File: config.mk
export PLATFORM = sky130hd
export DESIGN_NAME = crc_arb_engine
export DESIGN_NICKNAME = d
export VERILOG_FILES = /design/src/rtl/crc_pkg.sv /design/src/rtl/crc32_step.sv /design/src/rtl/crc_arb_engine.sv
export SDC_FILE = /design/constraint.sdc
export NUM_CORES = 1
export LEC_CHECK = 0
export ABC_AREA = 1
export CAP_MARGIN = 30
export CORE_MARGIN = 10
export CORE_UTILIZATION = 52
export DETAILED_ROUTE_END_ITERATION = 10
export PLACE_DENSITY_LB_ADDON = 0.08
export SLEW_MARGIN = 20
export SYNTH_ARGS = -nofsm -noshare
export SYNTH_HDL_FRONTEND = slang
export SYNTH_SLANG_ARGS = --single-unit
File: constraint.sdc
create_clock -name clk -period 1.72 [get_ports clk]
set_input_delay 0.516 -clock clk [delete_from_list [all_inputs] [get_ports clk]]
set_output_delay 0.516 -clock clk [all_outputs]
set_load 0.02 [all_outputs]
File: src/rtl/crc_pkg.sv
// crc_pkg: shared constants, state and owner types for the CRC arbitration engine
package crc_pkg;
    localparam logic [31:0] CRC32_POLY   = 32'hEDB88320;
    localparam logic [31:0] CRC32_INIT   = 32'hFFFFFFFF;
    localparam logic [31:0] CRC32_XOROUT = 32'hFFFFFFFF;
    typedef enum logic [1:0] {IDLE, CPU_RUN, SEAL_OWN, SEAL_RUN} state_e;
    typedef enum logic {OWN_CPU, OWN_SEAL} owner_e;
    function automatic owner_e owner_of(state_e s);
        return (s == SEAL_OWN || s == SEAL_RUN) ? OWN_SEAL : OWN_CPU;
    endfunction
endpackage

File: src/rtl/crc32_step.sv
// crc32_step: folds BITS_PER_CYCLE LSB-first data bits into a reflected CRC-32
module crc32_step
    import crc_pkg::*;
#(
    parameter int BITS_PER_CYCLE = 2
) (
    input  logic [31:0]               crc,
    input  logic [BITS_PER_CYCLE-1:0] data,
    output logic [31:0]               next_crc
);
    always_comb begin
        next_crc = crc;
        for (int i = 0; i < BITS_PER_CYCLE; i++)
            next_crc = (next_crc >> 1) ^ ((next_crc[0] ^ data[i]) ? CRC32_POLY : 32'h0);
    end
endmodule

File: src/rtl/crc_arb_engine.sv
// crc_arb_engine: one bit-serial CRC-32 datapath shared by the seal sequencer (priority) and the CPU port
module crc_arb_engine
    import crc_pkg::*;
#(
    parameter int BITS_PER_CYCLE = 2
) (
    input  logic        clk,
    input  logic        rst_n,
    input  logic        cpu_init,
    input  logic        cpu_valid,
    input  logic [7:0]  cpu_data,
    output logic        cpu_ready,
    output logic        cpu_busy,
    output logic [31:0] cpu_crc,
    input  logic        seal_req,
    output logic        seal_gnt,
    input  logic        seal_init,
    input  logic        seal_valid,
    input  logic [7:0]  seal_data,
    output logic        seal_ready,
    output logic [31:0] seal_crc
);
    localparam int CYCLES = 8 / BITS_PER_CYCLE;
    state_e      state, state_nx;
    logic [31:0] cpu_acc, seal_acc, step_out;
    logic [7:0]  sh;
    logic [2:0]  cnt;
    logic        init_pend, running, last, cpu_take, seal_take;
    assign seal_gnt   = owner_of(state) == OWN_SEAL;
    assign cpu_ready  = state == IDLE && !seal_req;
    assign seal_ready = state == SEAL_OWN;
    assign cpu_busy   = state != IDLE;
    assign cpu_crc    = cpu_acc ^ CRC32_XOROUT;
    assign seal_crc   = seal_acc ^ CRC32_XOROUT;
    assign running    = state == CPU_RUN || state == SEAL_RUN;
    assign last       = running && cnt == 3'(CYCLES - 1);
    assign cpu_take   = cpu_valid && cpu_ready;
    assign seal_take  = seal_valid && seal_ready;
    crc32_step #(.BITS_PER_CYCLE(BITS_PER_CYCLE)) u_step (
        .crc      (seal_gnt ? seal_acc : cpu_acc),
        .data     (sh[BITS_PER_CYCLE-1:0]),
        .next_crc (step_out)
    );
    always_comb begin
        state_nx = state;
        case (state)
            IDLE:     state_nx = seal_req ? SEAL_OWN : cpu_take ? CPU_RUN : IDLE;
            SEAL_OWN: state_nx = !seal_req ? IDLE : seal_take ? SEAL_RUN : SEAL_OWN;
            default:  state_nx = !last ? state : seal_req ? SEAL_OWN : IDLE;
        endcase
    end
    // A cpu_init seen mid-byte is parked and overrides that byte's result at completion.
    always_ff @(posedge clk or negedge rst_n) begin
        if (!rst_n) begin
            state     <= IDLE;
            cnt       <= 3'd0;
            sh        <= 8'd0;
            init_pend <= 1'b0;
            cpu_acc   <= CRC32_INIT;
            seal_acc  <= CRC32_INIT;
        end else begin
            state     <= state_nx;
            cnt       <= (running && !last) ? cnt + 3'd1 : 3'd0;
            sh        <= cpu_take ? cpu_data : seal_take ? seal_data : running ? sh >> BITS_PER_CYCLE : sh;
            init_pend <= state == CPU_RUN && !last && (init_pend || cpu_init);
            cpu_acc   <= state == CPU_RUN ? ((last && (init_pend || cpu_init)) ? CRC32_INIT : step_out)
                                          : (cpu_init ? CRC32_INIT : cpu_acc);
            seal_acc  <= state == SEAL_RUN ? step_out : (seal_gnt && seal_init) ? CRC32_INIT : seal_acc;
        end
    end
endmodule

=== Word level (Yosys, flattened, before mapping) ===
Cells that the tools add are included.

* Register bits: 78
* Latch bits: 0
* Bits in writable memories: 0
* Bits in read-only memories: 0
* Input bits: 23
* Output and inout port bits: 68
* Word-level logic and storage cells: 57
* Memories: 0

* $add $sub $neg: 1
* Multipliers: 0
* Divide/modulo/power cells: 0
* Order comparisons: 0
* Eq/ne operators: 4
* Shifts and indexed selects: 0
* Multiplexer cells: 20
* Bitwise operators: 6
* Reduce and logical (&&, ||, !) cells: 20

{| class="wikitable"
|+ Operators with widths
! operator !! count
|-
| $mux W32 || 8
|-
| $not A32 Y32 || 2
|-
| $xor A31 B32 Y32 || 2
|-
| $mux W8 || 3
|-
| $logic_and A1 B1 Y1 || 9
|-
| $mux W2 || 4
|-
| $reduce_bool A2 Y1 || 3
|-
| $reduce_bool A3 Y1 || 2
|-
| $eq A2 B2 Y1 const B || 2
|-
| $pmux W2 S2 || 1
|-
| $add A3 B1 Y3 const B || 1
|-
| $eq A3 B2 Y1 const B || 1
|-
| $logic_or A1 B1 Y1 || 3
|-
| $mux W1 || 3
|-
| $mux W3 || 1
|-
| $eq A2 B1 Y1 const B || 1
|-
| $logic_not A1 Y1 || 2
|-
| $logic_not A2 Y1 || 1
|-
| $xor A1 B1 Y1 || 2
|}

=== Logic depth before layout (Yosys ltp) ===
* Depth after elaboration: 12
* Depth in mapped cells: 11
* Mapped depth without buffers: 10

=== Cells and area by module ===
Synthesis repeated with hierarchy kept, for this count alone.

* Cell total of the unflattened synthesis: 528
* Area, all modules: 4197.8 µm²

{| class="wikitable"
|+ By module, submodules not included
! module !! times used !! cells an instance !! area each (µm²) !! sequential area each (µm²)
|-
| crc_arb_engine || 1 || 451 || 3752.3 || 2031.9
|-
| crc32_step || 1 || 77 || 445.4 || 0.0
|}

=== Worst setup path after synthesis ===
Ideal clock, no wire load.

* Kind: reg2reg
* From: register state[1]
* To: register sh[0]
* Setup time: 0.130 ns
* Arrival time: 1.420 ns
* Required time: 1.590 ns
* Path slack: 0.170 ns
* Cell stages (with the launch flop): 9
* Buffers on the path: 2
* Period minus slack after synthesis: 1.550 ns
* Path through: dfrtp_1 buf_6 nor2_1 inv_2 nor2_2 nand2_1 buf_2 o211ai_1 o21ai_0

* Cells in the longest elaborated chain, start to end: 4
* Elaborated cells on any way between the ends: 11
* Classes of those cells: eq/ne (3); mux (2); reduce/logical (6)

{| class="wikitable"
|+ RTL lines
! element !! RTL line !! source
|-
| start: declaration || crc_arb_engine.sv:24 || <nowiki>state_e state, state_nx;</nowiki>
|-
| start signal: assignment || crc_arb_engine.sv:62 || <nowiki>state <= state_nx;</nowiki>
|-
| $logic_not A2 Y1 (*) || crc_arb_engine.sv:30 || <nowiki>assign cpu_ready = state == IDLE && !seal_req;</nowiki>
|-
| $logic_and A1 B1 Y1 (*) || crc_arb_engine.sv:30 ||
|-
| net cpu_ready || crc_arb_engine.sv:12 || <nowiki>output logic cpu_ready,</nowiki>
|-
| $logic_and A1 B1 Y1 (*) || crc_arb_engine.sv:37 || <nowiki>assign cpu_take = cpu_valid && cpu_ready;</nowiki>
|-
| $reduce_bool A3 Y1 (no line) or $mux W8 (tied branches) || - ||
|-
| end signal: assignment || crc_arb_engine.sv:64 || <nowiki>sh <= cpu_take ? cpu_data : seal_take ? seal_data : running ? sh >> BITS_PER_CYCLE : sh;</nowiki>
|-
| end: declaration || crc_arb_engine.sv:26 || <nowiki>logic [7:0] sh;</nowiki>
|}

Mark *: on every way through the listed nets, which the timed path passes. The rest lies on a longest branch.
A chain may end at the register's enable or synchronous reset.

=== Worst setup path in the final report ===
* From: register state[0]
* To: output seal_ready

* Cells in the longest elaborated chain, start to end: 1

{| class="wikitable"
|+ RTL lines
! element !! RTL line !! source
|-
| $eq A2 B2 Y1 || crc_arb_engine.sv:31 || <nowiki>assign seal_ready = state == SEAL_OWN;</nowiki>
|-
| end: declaration || crc_arb_engine.sv:20 || <nowiki>output logic seal_ready,</nowiki>
|}

No other way between the ends.

==> flow_metrics.py <==
metrics = {
    "run_status": {
        "run_status": "complete, no violations",
    },
    "global_routing": {
        "grt_max_degree": 39,
        "grt_pass1_wl_um": 20900,
        "antenna_found_initial": 0,
        "grt_pass1_vias": 4202,
        "overflow": 0,
        "track_usage_pct": 20.0,
    },
    "cells_and_area": {
        "drive_above_1_share_pct": 36.6,
        "antenna_cells": 0,
        "fillers": 681,
        "fin_nets": 723,
        "final_common_cell": "nand2_1",
        "regArea_sq_um": 2030,
        "final_cell_mix": "149 x nand2_1, 124 x inv_1, 64 x dfstp_2, 64 x buf_2, 44 x buf_4",
        "area_growth_pct": 32.4,
        "multiInputGateArea_sq_um": 1850,
    },
    "timing": {
        "fin_crit_sh_pct": 99.4,
        "setup_viol": 0,
        "whs_ns": 0.0781,
        "fmax_mhz": 585,
        "slew_viol_final": 0,
        "final.setup_skew_ns": 0.00882,
        "relSlewSlack_pct": 74.7,
        "rsz0062_at_grt": "true",
        "tightest_slew_ns": 0.379,
        "finalHoldViolations": 0,
        "period_minus_slack_ns": 1.71,
    },
    "drt": {
        "wl_per_cell_um": 15.9,
        "via_per_inst": 5.11,
        "drc": 0,
        "drt-total-wl_um": 12800,
        "antenna_left": 0,
        "vias": 4126,
        "first_iter_violations": 284,
        "drtPass1Iterations": 7,
    },
    "power": {
        "leakagePower_nw": 3.22,
        "power.total_w": 0.0142,
        "p_per_area_nw_per_um2": 2410,
        "ir_drop_mv": 1.21,
    },
    "floorplan": {
        "io_pins": 91,
        "start_util_pct": 53.8,
        "rows": 33,
        "die_area_sq_um": 12600,
        "die_h_um": 112,
        "die-width_um": 112,
        "core_area_sq_um": 8260,
    },
    "clocking": {
        "cts_tree": "built",
        "cts_max_level": 3,
        "cts-root-buf": "clkbuf_8",
        "numCtsBuffers": 9,
        "insertion_delay_ns": 0.35,
        "clock-sinks": 78,
        "cts_buffer_depth": 2,
        "clk_pin_slew_worst_paths_ns": 0.08,
        "cts.hold.buffers_added": 0,
    },
    "placed_design": {
        "dp_hpwl_um": 9250,
        "gp_congestion": 0.870,
        "numPortBuffers": 90,
    },
    "yosys": {
        "ys_warn_count": 0,
        "ys_seq_area_share_pct": 45.8,
        "synthesis.nets": 593,
        "synth_area_leaders": "dfstp_2 38%, nand2_1 13%, inv_1 11%",
        "synth_area_sq_um": 4440,
        "synth_top_area_share_pct": 37.9,
        "syn_area_per_cell_sq_um": 7.82,
        "yosysUniqueCellTypes": 34,
        "netlist_instances": 568,
        "ys_seq_elements": 78,
        "synth_top_area_cell": "dfstp_2",
    },
    "run": {
        "drv_cap": 0,
    },
    "setup_path": {
        "endpoint_kind": "output pin",
        "r2r_setup_slack_ns": 0.06,
        "critPathKind": "reg -> out",
        "cp.required_ns": 1.20,
        "cp_max_fo": 2,
        "startpoint_type": "register",
        "crit_arrival_ns": 1.19,
    },
    "worst_hold_path": {
        "hp-class": "in -> async",
    },
}
[power by group]
| group | switching (W) | leakage, nW | total [W] | internal, W |
|---|---|---|---|---|
| clock | 0.000699 | 0.138 | 0.00189 | 0.00119 |
| sequential | 0.000420 | 0.849 | 0.00350 | 0.00308 |
| combinational | 0.00550 | 2.23 | 0.00877 | 0.00327 |
| total | 0.00662 | 3.22 | 0.0142 | 0.00755 |
[synth_stat cells, drive strengths merged]
master	number
nand2	162
inv	130
dfstp	64
nand3	57
o21ai	54
buf	19
dfrtp	14
nor2	13
o211ai	13
a22oi	12
or2	7
xor2	7
clkbuf	6
a31oi	4
ha	2
clkinv	1
nor3	1
o21a	1
o22ai	1
[per-stage QoR]
step | cells | area, sq um | setup slack, ns | TNS (ns) | utilization [%]
2_1_floorplan | 568 | 4440 | 0.170 | 0 | -
4_1_cts | 800 | 5860 | -0.0377 | -0.0377 | 71.0
5_1_grt | 807 | 5880 | -0.0560 | -0.149 | 71.2
3_5_place_dp | 784 | 5720 | -0.529 | -3.20 | 69.3
6_report | 807 | 5880 | 0.00969 | 0 | 71.2
3_3_place_gp | 784 | 5720 | -0.531 | -1.71 | 69.3
[logic make-up (layout without fill, tap and decap cells)]
group	after synthesis	count (layout)	share of synthesized area [%]
adder cells (fa/ha/maj)	2	2	0.563
flip-flops	78	78	45.8
AO/OA/AOI/OAI	85	85	11.9
buffers and inverters	156	290	14.8
AND/OR/NAND/NOR	240	240	24.4
XOR/XNOR	7	7	2.56
[flip-flops by register name, indices dropped and copies added, names as in the netlist]
signal and cells:
cnt 3, sh 8, seal_acc 32, cpu_acc 32
state 2, init_pend 1
[layer usage]
metal	part of all wire [%]	wire length, um	track usage, %
met5	0	0	0
met4	2.1	265	7.19
met3	6.4	815	4.79
met2	49	6320	33.9
met1	42	5410	24.1
[worst max-delay path: stages (launching register included)]
cell and delay [ns]:
dfrtp_1 0.41, buf_4 0.15, nor2_1 0.12, buf_4 0.16
[path summary, 6_finish.rpt]
| kind | cells past startpoint | from | endpoint |
|---|---|---|---|
| max | 3 | state[0]$_DFFE_PN0P_ | seal_ready |
| min | 1 | rst_n | sh[3]$_DFFE_PN0P_ |
| max reg2reg | 12 | state[1]$_DFFE_PN0P_ | seal_acc[30]$_DFFE_PN1P_ |
| min reg2reg | 1 | cnt[0]$_DFF_PN0_ | cnt[0]$_DFF_PN0_ |
| max in group asynchronous | 2 | rst_n | seal_acc[4]$_DFFE_PN1P_ |
| min in group clk | 1 | cnt[0]$_DFF_PN0_ | cnt[0]$_DFF_PN0_ |
[layout make-up]
| class | count | share of cell area, % |
|---|---|---|
| Clock buffer | 10 | 2.53 |
| Clock inverter | 5 | 2.19 |
| Inverter | 131 | 8.43 |
| Multi-Input combinational cell | 334 | 31.5 |
| Sequential cell | 78 | 34.6 |
| Tap cell | 105 | 2.23 |
| Timing Repair Buffer | 144 | 18.5 |
[what timing repair did]
action / in CTS / in global routing
buffers inserted: 1 / 7
setup endpoints to repair: 68 / 61
pin swaps: 2 / 13
resized for setup: 256 / 61
No activity file was read; power rests on OpenSTA's default activity.
